<file path="config.mk">
export PLATFORM = sky130hd
export DESIGN_NAME = sonic_rc_update_ctrl_flat
export DESIGN_NICKNAME = d
export VERILOG_FILES = /design/src/rtl/sonic_rc_update_ctrl_pkg.sv /design/src/rtl/sonic_rc_update_ctrl_if.sv /design/src/rtl/sonic_rc_update_ctrl.sv /design/src/flat_wrapper.sv
export SDC_FILE = /design/constraint.sdc
export NUM_CORES = 1
export LEC_CHECK = 0
export ABC_AREA = 1
export BUFFER_PORTS_ARGS = -buffer_cell sky130_fd_sc_hd__buf_2
export CAP_MARGIN = 25
export CORE_ASPECT_RATIO = 0.7
export CORE_MARGIN = 2
export CORE_UTILIZATION = 39
export CTS_BUF_LIST = sky130_fd_sc_hd__clkbuf_4 sky130_fd_sc_hd__clkbuf_8
export DETAILED_ROUTE_END_ITERATION = 12
export PLACE_DENSITY = 0.73
export SLEW_MARGIN = 20
export SYNTH_ARGS = -nofsm -noshare
export SYNTH_HDL_FRONTEND = slang
export SYNTH_SLANG_ARGS = --single-unit
</file>
<file path="constraint.sdc">
create_clock -name clk_in -period 4.9 [get_ports clk_in]
set_input_delay 0.245 -clock clk_in [delete_from_list [all_inputs] [get_ports clk_in]]
set_output_delay 0.245 -clock clk_in [all_outputs]
set_load 0.01 [all_outputs]
</file>
<file path="src/rtl/sonic_rc_update_ctrl_pkg.sv">
// ---------------------------------------------------------------------------
// sonic_rc_update_ctrl_pkg
// Purpose : shared constants for the RC update controller and the downstream
//           update stage. The state codes below are the values both blocks
//           agree on for cstate/nstate.
// Contents: state codes, default counter width, internal state enum.
// ---------------------------------------------------------------------------
package sonic_rc_update_ctrl_pkg;

    localparam int unsigned SC_START_TX    = 0;
    localparam int unsigned SC_MWR_REQ     = 1;
    localparam int unsigned SC_MWR_DV      = 2;
    localparam int unsigned SC_IDLE        = 3;
    localparam int unsigned SC_MWR_DONE    = 4;
    localparam int unsigned CNT_WIDTH_DEF  = 16;

    typedef enum logic [2:0] {
        ST_START_TX = 3'd0,
        ST_MWR_REQ  = 3'd1,
        ST_MWR_DV   = 3'd2,
        ST_IDLE     = 3'd3,
        ST_MWR_DONE = 3'd4
    } state_e;

endpackage

</file>
<file path="src/rtl/sonic_rc_update_ctrl_if.sv">
// ---------------------------------------------------------------------------
// sonic_rc_update_ctrl_if
// Purpose : bundles the request, coalescing-config, backend handshake and
//           status signals of the RC update controller.
// Signals : cmd_req, evt_pulse            - update requests (pulses)
//           coal_thresh, coal_timeout     - coalescing configuration
//           tx_sel, tx_ack, tx_ws, tx_dv,
//           tx_dfr                        - arbiter / backend handshake
//           cstate, nstate, upd_done,
//           evt_count                     - status outputs
// Modports: master = requester/backend side, slave = the controller.
//
// Handshake: tx_sel is the arbiter grant, sampled only in START_TX. tx_ack
// is the backend accepting the descriptor, sampled only in MWR_REQ. In
// MWR_DV a beat completes only on a cycle with tx_dv=1 and tx_ws=0; the
// write is finished when such a beat also has tx_dfr=0 (no more data phase
// pending). Outside those states the handshake inputs are ignored.
// ---------------------------------------------------------------------------
interface sonic_rc_update_ctrl_if
    import sonic_rc_update_ctrl_pkg::*;
#(
    parameter int unsigned CNT_WIDTH = CNT_WIDTH_DEF
);
    logic                 cmd_req;
    logic                 evt_pulse;
    logic [CNT_WIDTH-1:0] coal_thresh;
    logic [CNT_WIDTH-1:0] coal_timeout;
    logic                 tx_sel;
    logic                 tx_ack;
    logic                 tx_ws;
    logic                 tx_dv;
    logic                 tx_dfr;
    logic [31:0]          cstate;
    logic [31:0]          nstate;
    logic                 upd_done;
    logic [CNT_WIDTH-1:0] evt_count;

    modport master (
        output cmd_req, evt_pulse, coal_thresh, coal_timeout,
               tx_sel, tx_ack, tx_ws, tx_dv, tx_dfr,
        input  cstate, nstate, upd_done, evt_count
    );

    modport slave (
        input  cmd_req, evt_pulse, coal_thresh, coal_timeout,
               tx_sel, tx_ack, tx_ws, tx_dv, tx_dfr,
        output cstate, nstate, upd_done, evt_count
    );

endinterface

</file>
<file path="src/rtl/sonic_rc_update_ctrl.sv">
// ---------------------------------------------------------------------------
// sonic_rc_update_ctrl
// Purpose : decides when a completion-ring update write must be issued and
//           walks it through grant, descriptor accept and data phase.
//           Requests (cmd_req, events) are latched into a pending flag;
//           pending, event count and timer are snapshotted (cleared) when
//           the write enters MWR_REQ, so anything arriving afterwards arms
//           the next update.
// Ports   : clk_in  - clock, rising edge
//           rstn    - asynchronous active-low reset
//           init    - asynchronous active-high soft clear
//           bus     - sonic_rc_update_ctrl_if.slave (requests, config,
//                     handshake, cstate/nstate/upd_done/evt_count)
// Config  : RC_UPD_COALESCE_EN - when defined, events are coalesced by
//           coal_thresh and the coal_timeout timer; when undefined every
//           event requests an update and the config inputs are ignored.
// ---------------------------------------------------------------------------
module sonic_rc_update_ctrl
    import sonic_rc_update_ctrl_pkg::*;
#(
    parameter int unsigned START_TX  = SC_START_TX,
    parameter int unsigned MWR_REQ   = SC_MWR_REQ,
    parameter int unsigned MWR_DV    = SC_MWR_DV,
    parameter int unsigned IDLE      = SC_IDLE,
    parameter int unsigned MWR_DONE  = SC_MWR_DONE,
    parameter int unsigned CNT_WIDTH = CNT_WIDTH_DEF
)(
    input  logic                   clk_in,
    input  logic                   rstn,
    input  logic                   init,
    sonic_rc_update_ctrl_if.slave  bus
);

    // Both clear sources act asynchronously through one reset net.
    logic w_arst_n;
    assign w_arst_n = rstn & ~init;

    state_e               r_state;
    logic                 r_pend;
    logic [CNT_WIDTH-1:0] r_evt_count;
    logic                 r_upd_done;

    state_e               w_nstate;
    logic                 w_enter_req;
    logic [CNT_WIDTH-1:0] w_cnt_base;
    logic [CNT_WIDTH:0]   w_cnt_sum;
    logic [CNT_WIDTH-1:0] w_cnt_next;
    logic                 w_evt_set;
    logic                 w_pend_next;

    function automatic logic [31:0] f_code(input state_e s);
        logic [31:0] code;
        case (s)
            ST_START_TX: code = START_TX;
            ST_MWR_REQ:  code = MWR_REQ;
            ST_MWR_DV:   code = MWR_DV;
            ST_MWR_DONE: code = MWR_DONE;
            default:     code = IDLE;
        endcase
        return code;
    endfunction

    // Next-state decode.
    always_comb begin
        w_nstate = r_state;
        case (r_state)
            ST_IDLE:     if (r_pend)      w_nstate = ST_START_TX;
            ST_START_TX: if (bus.tx_sel)  w_nstate = ST_MWR_REQ;
            ST_MWR_REQ:  if (bus.tx_ack)  w_nstate = ST_MWR_DV;
            ST_MWR_DV:   if (bus.tx_dv && !bus.tx_ws && !bus.tx_dfr)
                                          w_nstate = ST_MWR_DONE;
            ST_MWR_DONE:                  w_nstate = ST_IDLE;
            default:                      w_nstate = ST_IDLE;
        endcase
    end

    // Snapshot point: pending state clears on the grant edge into MWR_REQ.
    assign w_enter_req = (r_state == ST_START_TX) && bus.tx_sel;

    // A coincident event lands after the clear, so it is counted as 1.
    assign w_cnt_base = w_enter_req ? '0 : r_evt_count;
    assign w_cnt_sum  = {1'b0, w_cnt_base} + {{CNT_WIDTH{1'b0}}, bus.evt_pulse};
    assign w_cnt_next = w_cnt_sum[CNT_WIDTH] ? {CNT_WIDTH{1'b1}}
                                             : w_cnt_sum[CNT_WIDTH-1:0];

`ifdef RC_UPD_COALESCE_EN
    logic [CNT_WIDTH-1:0] r_timer;
    logic [CNT_WIDTH-1:0] w_tmr_base;
    logic [CNT_WIDTH-1:0] w_tmr_next;
    logic                 w_tmr_run;
    logic                 w_tmr_expire;
    logic                 w_thresh_hit;

    // The timer runs from the edge where the count leaves zero; it holds
    // at all-ones rather than wrapping past the timeout.
    assign w_tmr_base   = w_enter_req ? '0 : r_timer;
    assign w_tmr_run    = (bus.coal_timeout != '0) && (w_cnt_next != '0);
    assign w_tmr_next   = !w_tmr_run ? '0
                        : (&w_tmr_base) ? w_tmr_base
                        : w_tmr_base + CNT_WIDTH'(1);
    assign w_tmr_expire = w_tmr_run && (w_tmr_next == bus.coal_timeout);
    assign w_thresh_hit = bus.evt_pulse &&
                          ((bus.coal_thresh == '0) || (w_cnt_next >= bus.coal_thresh));
    assign w_evt_set    = w_thresh_hit || w_tmr_expire;

    always_ff @(posedge clk_in or negedge w_arst_n) begin
        if (!w_arst_n) begin
            r_timer <= '0;
        end else begin
            r_timer <= w_tmr_next;
        end
    end
`else
    logic w_unused_cfg;
    assign w_unused_cfg = ^{bus.coal_thresh, bus.coal_timeout};
    assign w_evt_set    = bus.evt_pulse;
`endif

    assign w_pend_next = (r_pend && !w_enter_req) || bus.cmd_req || w_evt_set;

    always_ff @(posedge clk_in or negedge w_arst_n) begin
        if (!w_arst_n) begin
            r_state     <= ST_IDLE;
            r_pend      <= 1'b0;
            r_evt_count <= '0;
            r_upd_done  <= 1'b0;
        end else begin
            r_state     <= w_nstate;
            r_pend      <= w_pend_next;
            r_evt_count <= w_cnt_next;
            // High for exactly the cycle the FSM sits in MWR_DONE.
            r_upd_done  <= (w_nstate == ST_MWR_DONE);
        end
    end

    assign bus.cstate    = f_code(r_state);
    assign bus.nstate    = w_arst_n ? f_code(w_nstate) : IDLE;
    assign bus.upd_done  = r_upd_done;
    assign bus.evt_count = r_evt_count;

endmodule

</file>
<file path="src/flat_wrapper.sv">
// flat-port wrapper written by rule: the top's interface ports become plain ports
module sonic_rc_update_ctrl_flat import sonic_rc_update_ctrl_pkg::*;
#(
    parameter int unsigned START_TX  = SC_START_TX,
    parameter int unsigned MWR_REQ   = SC_MWR_REQ,
    parameter int unsigned MWR_DV    = SC_MWR_DV,
    parameter int unsigned IDLE      = SC_IDLE,
    parameter int unsigned MWR_DONE  = SC_MWR_DONE,
    parameter int unsigned CNT_WIDTH = CNT_WIDTH_DEF
)
  (clk_in, rstn, init, bus_cmd_req, bus_evt_pulse, bus_coal_thresh, bus_coal_timeout, bus_tx_sel, bus_tx_ack, bus_tx_ws, bus_tx_dv, bus_tx_dfr, bus_cstate, bus_nstate, bus_upd_done, bus_evt_count);
  sonic_rc_update_ctrl_if #(.CNT_WIDTH(CNT_WIDTH)) bus_i ();
  input  logic clk_in;
  input  logic rstn;
  input  logic init;
  input wire logic [$bits(bus_i.cmd_req)-1:0] bus_cmd_req;
  input wire logic [$bits(bus_i.evt_pulse)-1:0] bus_evt_pulse;
  input wire logic [$bits(bus_i.coal_thresh)-1:0] bus_coal_thresh;
  input wire logic [$bits(bus_i.coal_timeout)-1:0] bus_coal_timeout;
  input wire logic [$bits(bus_i.tx_sel)-1:0] bus_tx_sel;
  input wire logic [$bits(bus_i.tx_ack)-1:0] bus_tx_ack;
  input wire logic [$bits(bus_i.tx_ws)-1:0] bus_tx_ws;
  input wire logic [$bits(bus_i.tx_dv)-1:0] bus_tx_dv;
  input wire logic [$bits(bus_i.tx_dfr)-1:0] bus_tx_dfr;
  output wire logic [$bits(bus_i.cstate)-1:0] bus_cstate;
  output wire logic [$bits(bus_i.nstate)-1:0] bus_nstate;
  output wire logic [$bits(bus_i.upd_done)-1:0] bus_upd_done;
  output wire logic [$bits(bus_i.evt_count)-1:0] bus_evt_count;
  assign bus_i.cmd_req = bus_cmd_req;
  assign bus_i.evt_pulse = bus_evt_pulse;
  assign bus_i.coal_thresh = bus_coal_thresh;
  assign bus_i.coal_timeout = bus_coal_timeout;
  assign bus_i.tx_sel = bus_tx_sel;
  assign bus_i.tx_ack = bus_tx_ack;
  assign bus_i.tx_ws = bus_tx_ws;
  assign bus_i.tx_dv = bus_tx_dv;
  assign bus_i.tx_dfr = bus_tx_dfr;
  assign bus_cstate = bus_i.cstate;
  assign bus_nstate = bus_i.nstate;
  assign bus_upd_done = bus_i.upd_done;
  assign bus_evt_count = bus_i.evt_count;
  sonic_rc_update_ctrl #(.START_TX(START_TX), .MWR_REQ(MWR_REQ), .MWR_DV(MWR_DV), .IDLE(IDLE), .MWR_DONE(MWR_DONE), .CNT_WIDTH(CNT_WIDTH)) u_core (.clk_in(clk_in), .rstn(rstn), .init(init), .bus(bus_i));
endmodule
</file>
======== After elaboration in Yosys (flattened, before gate mapping) ========
Index checks and enable logic that the tools add are counted.
Widths: inputs -> output; s select.
cells by class
  bitwise logic cells ..................... 2
  mux-type cells .......................... 10
  reductions and logical operators ........ 11
  equality and inequality tests ........... 7
  add/sub/neg operators ................... 1
operator list
  kind                count
  $pmux 3 s4          3
  $mux 16             2
  $add 16x1->17       1
  $mux 3              5
  $eq 3x2->1 const B  3
  $eq 3x1->1 const B  2
  $eq 3x3->1 const B  2
  $logic_not 3->1     2
  $logic_and 1x1->1   4
  $logic_not 1->1     3
  $logic_or 1x1->1    2
  $and 1x1->1         1
  $not 1->1           1
storage, ports and cells
  register bits after elaboration ......... 21
  output and inout bits ................... 81
  word-level logic and storage cells ...... 35
  bits of input ports ..................... 42

======== Depth between registers and ports, before layout ========
  word-level depth ........................ 8
  gate-level depth with buffers ........... 16
  gate-level depth less buffers ........... 13

======== Worst setup path after synthesis ========
OpenSTA, ideal clock, no wires.
  kind .................................... register to register
  start ................................... reg u_core.r_state[0]
  end ..................................... reg u_core.r_evt_count[12] (netlist: u_core.bus.evt_count[12])
  required time ........................... 4833 ps
  stages on the path, launching flop included .. 16
  arrival ................................. 2124 ps
  slack ................................... 2709 ps
  cells stage by stage .................... dfstp_2 > nor2_2 > nand2_4 > buf_12 > buf_6 > inv_1 > nor2_1 > ha_1 > ha_1 > nand2_1 > nor2_2 > nand2_2 > inv_2 > nand3_4 > buf_6 > nand3_2
on the way
  word-level cells in the longest chain between the ends .. 5
ends and longest elaborated chain
  element                    line                         source
  start: declaration         sonic_rc_update_ctrl.sv:38   state_e r_state;
  start signal: assignment   sonic_rc_update_ctrl.sv:128  r_state <= w_nstate;
  $logic_not 3->1            sonic_rc_update_ctrl.sv:78   assign w_enter_req = (r_state == ST_START_TX) && bus.tx_sel;
  $logic_and 1x1->1          sonic_rc_update_ctrl.sv:78
  $mux 16                    sonic_rc_update_ctrl.sv:81   assign w_cnt_base = w_enter_req ? '0 : r_evt_count;
  $add 16x1->17              sonic_rc_update_ctrl.sv:82   assign w_cnt_sum = {1'b0, w_cnt_base} + {{CNT_WIDTH{1'b0}}, bus.evt_pulse};
  $mux 16                    sonic_rc_update_ctrl.sv:83   assign w_cnt_next = w_cnt_sum[CNT_WIDTH] ? {CNT_WIDTH{1'b1}}
  via u_core.w_cnt_next[12]  sonic_rc_update_ctrl.sv:47   logic [CNT_WIDTH-1:0] w_cnt_next;
  end signal: assignment     sonic_rc_update_ctrl.sv:130  r_evt_count <= w_cnt_next;
  end: declaration           sonic_rc_update_ctrl.sv:40   logic [CNT_WIDTH-1:0] r_evt_count;
The timed path passes the listed nets, and every way through them passes these cells.

======== Final worst setup path ========
  start ................................... reg u_core.r_state[0]
  end ..................................... reg u_core.r_evt_count[9] (netlist: u_core.bus.evt_count[9])
Same word-level chain as after synthesis.

==> flow_metrics.py <==
metrics = {
    "synth": {
        "yosys-top-cells-area": "sky130_fd_sc_hd__dfrtp_1, sky130_fd_sc_hd__buf_4, sky130_fd_sc_hd__nand3_1",
        "post_synth_instance_area_mm2": 0.00178,
        "biggest_area_consumer_among_synthesized_cells": "sky130_fd_sc_hd__dfrtp_1",
        "synth_simple_gate_area_share_pct": 33.8,
        "area_share_of_the_leading_cell_type_in_the_synthesized_netlist_pct": 26.7,
        "synthesized_area_fraction_occupied_by_ao_oa_aoi_and_oai_cells_pct": 2.96,
        "synth_instances": 225,
        "dominant_combinational_cell_family_by_area_after_synthesis": "simple AND/OR/NAND/NOR gates",
        "post_synth_fa_ha_maj_area_fraction_pct": 1.41,
        "synth-seq-area-share_pct": 29.7,
        "yosysWarningCount": 0,
        "yosys.cell_types.count": 32,
        "ys_seq_elements": 21,
        "parity_gate_share_of_the_synthesized_area_counting_xor_and_xnor_cells_pct": 0.985,
        "mux_cell_area_share_after_synthesis_pct": 0,
        "postSynthAreaPerCell_um2": 7.90,
    },
    "grt": {
        "number_of_antenna_violations_at_the_first_check_in_global_routing": 0,
        "grt_start_max_net_pins": 31,
        "track_usage_pct": 13.1,
        "grt_pass1_wl_um": 5290,
        "number_of_global_route_vias_before_repair": 1125,
        "overflow": 0,
    },
    "route": {
        "routed_wire_length_per_instance_um": 10.3,
        "drt-initial-drc-count": 101,
        "drc": 0,
        "dr.pass1.iters": 4,
        "drt-vias-per-instance": 4.33,
        "route.vias.total": 1350,
        "wl_um": 3220,
        "detail-route-antenna-nets": 0,
    },
    "final_layout": {
        "synthToLayoutAreaGrowth_pct": 0.915,
        "final_net_count": 302,
        "fillers": 461,
        "finish.utilization_pct": 41.2,
        "area.sequential_um2": 528,
        "multi_input_gate_area_um2": 916,
        "antenna_cells_inserted": 0,
        "share_of_cells_above_drive_strength_1_pct": 25.3,
        "design_area_mm2": 0.00179,
    },
    "clocking": {
        "cts.path.max_buffers": 2,
        "cts.clk_slew.worst_paths_ns": 0.07,
        "cts_hold_buffers": 0,
        "htree_num_levels": 1,
        "tritoncts.num_buffers": 3,
        "postCtsResizedCells": 0,
        "postCtsSetupRepairBufs": 0,
        "cts_tree": "yes",
        "insertion_delay_ns": 0.26,
        "cts_root_buf": "sky130_fd_sc_hd__clkbuf_8",
        "clkSinkCount": 21,
    },
    "critical_path": {
        "crit_required_ns": 5.09,
        "setup.reg_to_reg.worst_slack_ns": 2.33,
        "end_kind": "flip-flop",
        "cp_data_arrival_time_ns": 2.76,
        "largest_stage_delay_on_the_critical_path_ns": 0.59,
        "critPathLaunchType": "flip-flop",
        "slowest_stage": "sky130_fd_sc_hd__dfstp_2",
        "path_max_fanout": 30,
        "worst-setup-path-type": "flip-flop to flip-flop",
        "worstPathCellList": "nor2_2, nand2_4, inv_1, nor2_1, ha_1, ha_1, nand2_1, nor2_2, nand2_2, inv_2, nand3_4, nand3_1",
    },
    "floorplanning": {
        "die_h_um": 60.5,
        "number_of_rows_created_at_floorplan": 20,
        "core_region_area_mm2": 0.00435,
        "die_w_um": 84.7,
        "die_area_mm2": 0.00512,
        "initial_core_util_pct": 40.8,
        "ios": 123,
    },
    "job": {
        "maxCapViolations": 0,
    },
    "sta": {
        "grt_setup_unrepaired": "false",
        "setup_viol": 0,
        "fin_skew_ns": 0.00294,
        "fmax_mhz": 390,
        "period_share_pct": 52.4,
        "finalSetupTns_ns": 0,
        "final.min_clock_period_ns": 2.57,
        "hold_viol": 0,
        "final_max_slew_viol_count": 0,
        "whs_ns": 0.0790,
    },
    "power": {
        "static-leakage-power_nw": 1.01,
        "peakVddDrop_uv": 187,
        "power_per_cell_area_mw_per_mm2": 293,
        "power.total_mw": 0.526,
    },
    "placed_design": {
        "dp.final_hpwl_um": 2580,
        "gp_congestion": 0.843,
        "dpl-instance-area_mm2": 0.00175,
        "port-buffer-count": 32,
    },
    "worst_hold_path": {
        "timing.hold.worst.class": "primary input to async pin",
    },
    "outcome": {
        "outcome": "completed",
    },
}
[area by class of cell]
| cell class | count | share of cell area [%] |
|---|---|---|
| repair buffers | 33 | 9.34 |
| clock inverters | 1 | 0.279 |
| multi-input cells | 181 | 51.0 |
| well taps | 55 | 3.84 |
| inverters | 18 | 3.77 |
| clock buffers | 3 | 2.30 |
| flip-flops and latches | 21 | 29.4 |
[where the power goes]
group	switching, mW	internal [mW]
sequential	0.0228	0.202
combinational	0.128	0.0598
clock	0.0556	0.0567
total	0.207	0.319
[cell usage in the layout, fill, tap and decap left out]
| cell | count |
|---|---|
| sky130_fd_sc_hd__buf_2 | 32 |
| sky130_fd_sc_hd__inv_2 | 1 |
| sky130_fd_sc_hd__nand3b_1 | 1 |
| sky130_fd_sc_hd__a31oi_1 | 2 |
| sky130_fd_sc_hd__nand4_1 | 4 |
| sky130_fd_sc_hd__o21ai_0 | 2 |
| sky130_fd_sc_hd__conb_1 | 58 |
| sky130_fd_sc_hd__nor2_1 | 21 |
| sky130_fd_sc_hd__xor2_1 | 1 |
| sky130_fd_sc_hd__nor3_2 | 1 |
| sky130_fd_sc_hd__nor2_4 | 2 |
| sky130_fd_sc_hd__nand3_2 | 7 |
| sky130_fd_sc_hd__nand2_2 | 4 |
| sky130_fd_sc_hd__xnor2_1 | 1 |
| sky130_fd_sc_hd__inv_1 | 17 |
| sky130_fd_sc_hd__clkbuf_8 | 3 |
| sky130_fd_sc_hd__nand2_1 | 31 |
| sky130_fd_sc_hd__nor4_1 | 1 |
| sky130_fd_sc_hd__or2_2 | 2 |
| sky130_fd_sc_hd__ha_1 | 2 |
| sky130_fd_sc_hd__buf_4 | 1 |
| sky130_fd_sc_hd__nand2_4 | 1 |
| sky130_fd_sc_hd__dfrtp_1 | 19 |
| sky130_fd_sc_hd__nand3_1 | 25 |
| sky130_fd_sc_hd__o211ai_1 | 1 |
| sky130_fd_sc_hd__nand3_4 | 2 |
| sky130_fd_sc_hd__o21bai_1 | 3 |
| sky130_fd_sc_hd__clkinv_2 | 1 |
| sky130_fd_sc_hd__nor3b_1 | 2 |
| sky130_fd_sc_hd__dfstp_2 | 2 |
| sky130_fd_sc_hd__nor3_1 | 1 |
| sky130_fd_sc_hd__nor2_2 | 6 |
[routing by layer]
layer  up-vias  global-route usage (%)  share of wire [%]
li1        669                       -                  -
met1       630                    18.2                 44
met2        47                    20.4                 47
met3         4                    3.95                8.0
met4         0                    3.40               0.65
met5         -                       0                  0
[cell families after synthesis]
family / Yosys count
adder cells (fa/ha/maj): 2
AND/OR/NAND/NOR: 111
XOR/XNOR: 2
other: 1
AO/OA/AOI/OAI: 8
flip-flops: 21
buffers and inverters: 80
[synth_stat cells, drive strengths merged]
master	n
dfrtp	19
xnor2	1
dfstp	2
nor2	29
nand4	4
nand3	34
a31oi	2
nand2	36
ha	2
nor3	2
o21bai	3
nand3b	1
nor4	1
o211ai	1
conb	1
xor2	1
inv	18
or2	2
o21ai	2
nor3b	2
buf	62
[metrics by stage]
step,std cells,worst slack [ns]
6_report,312,2.33
5_1_grt,312,2.02
4_1_cts,312,2.33
3_5_place_dp,308,2.34
3_3_place_gp,308,2.40
2_1_floorplan,282,2.71
[worst paths after layout]
check	startpoint	to	cells past startpoint
max reg2reg	u_core.r_state[0]$_DFF_PN1_	u_core.bus.evt_count[9]$_DFF_PN0_	12
min in group clk_in	bus_cmd_req	u_core.r_pend$_DFF_PN0_	3
max	u_core.r_state[0]$_DFF_PN1_	u_core.bus.evt_count[9]$_DFF_PN0_	12
min reg2reg	u_core.r_pend$_DFF_PN0_	u_core.r_pend$_DFF_PN0_	2
min	rstn	u_core.r_pend$_DFF_PN0_	4
max in group asynchronous	init	u_core.r_state[0]$_DFF_PN1_	3
[critical path: cells and delay by family, from the launching register on]
kind,cells,cell delay (ns)
fa+ha+maj,2,0.36
buf+inv,2,0.24
flops,1,0.59
simple gates,8,1.30
[registers in the layout (all words and copies together), names as in the netlist]
name	flops
u_core.bus.evt_count	16
u_core.bus.upd_done	1
u_core.r_pend	1
u_core.r_state	3
Power figures use the tool's default switching activity.
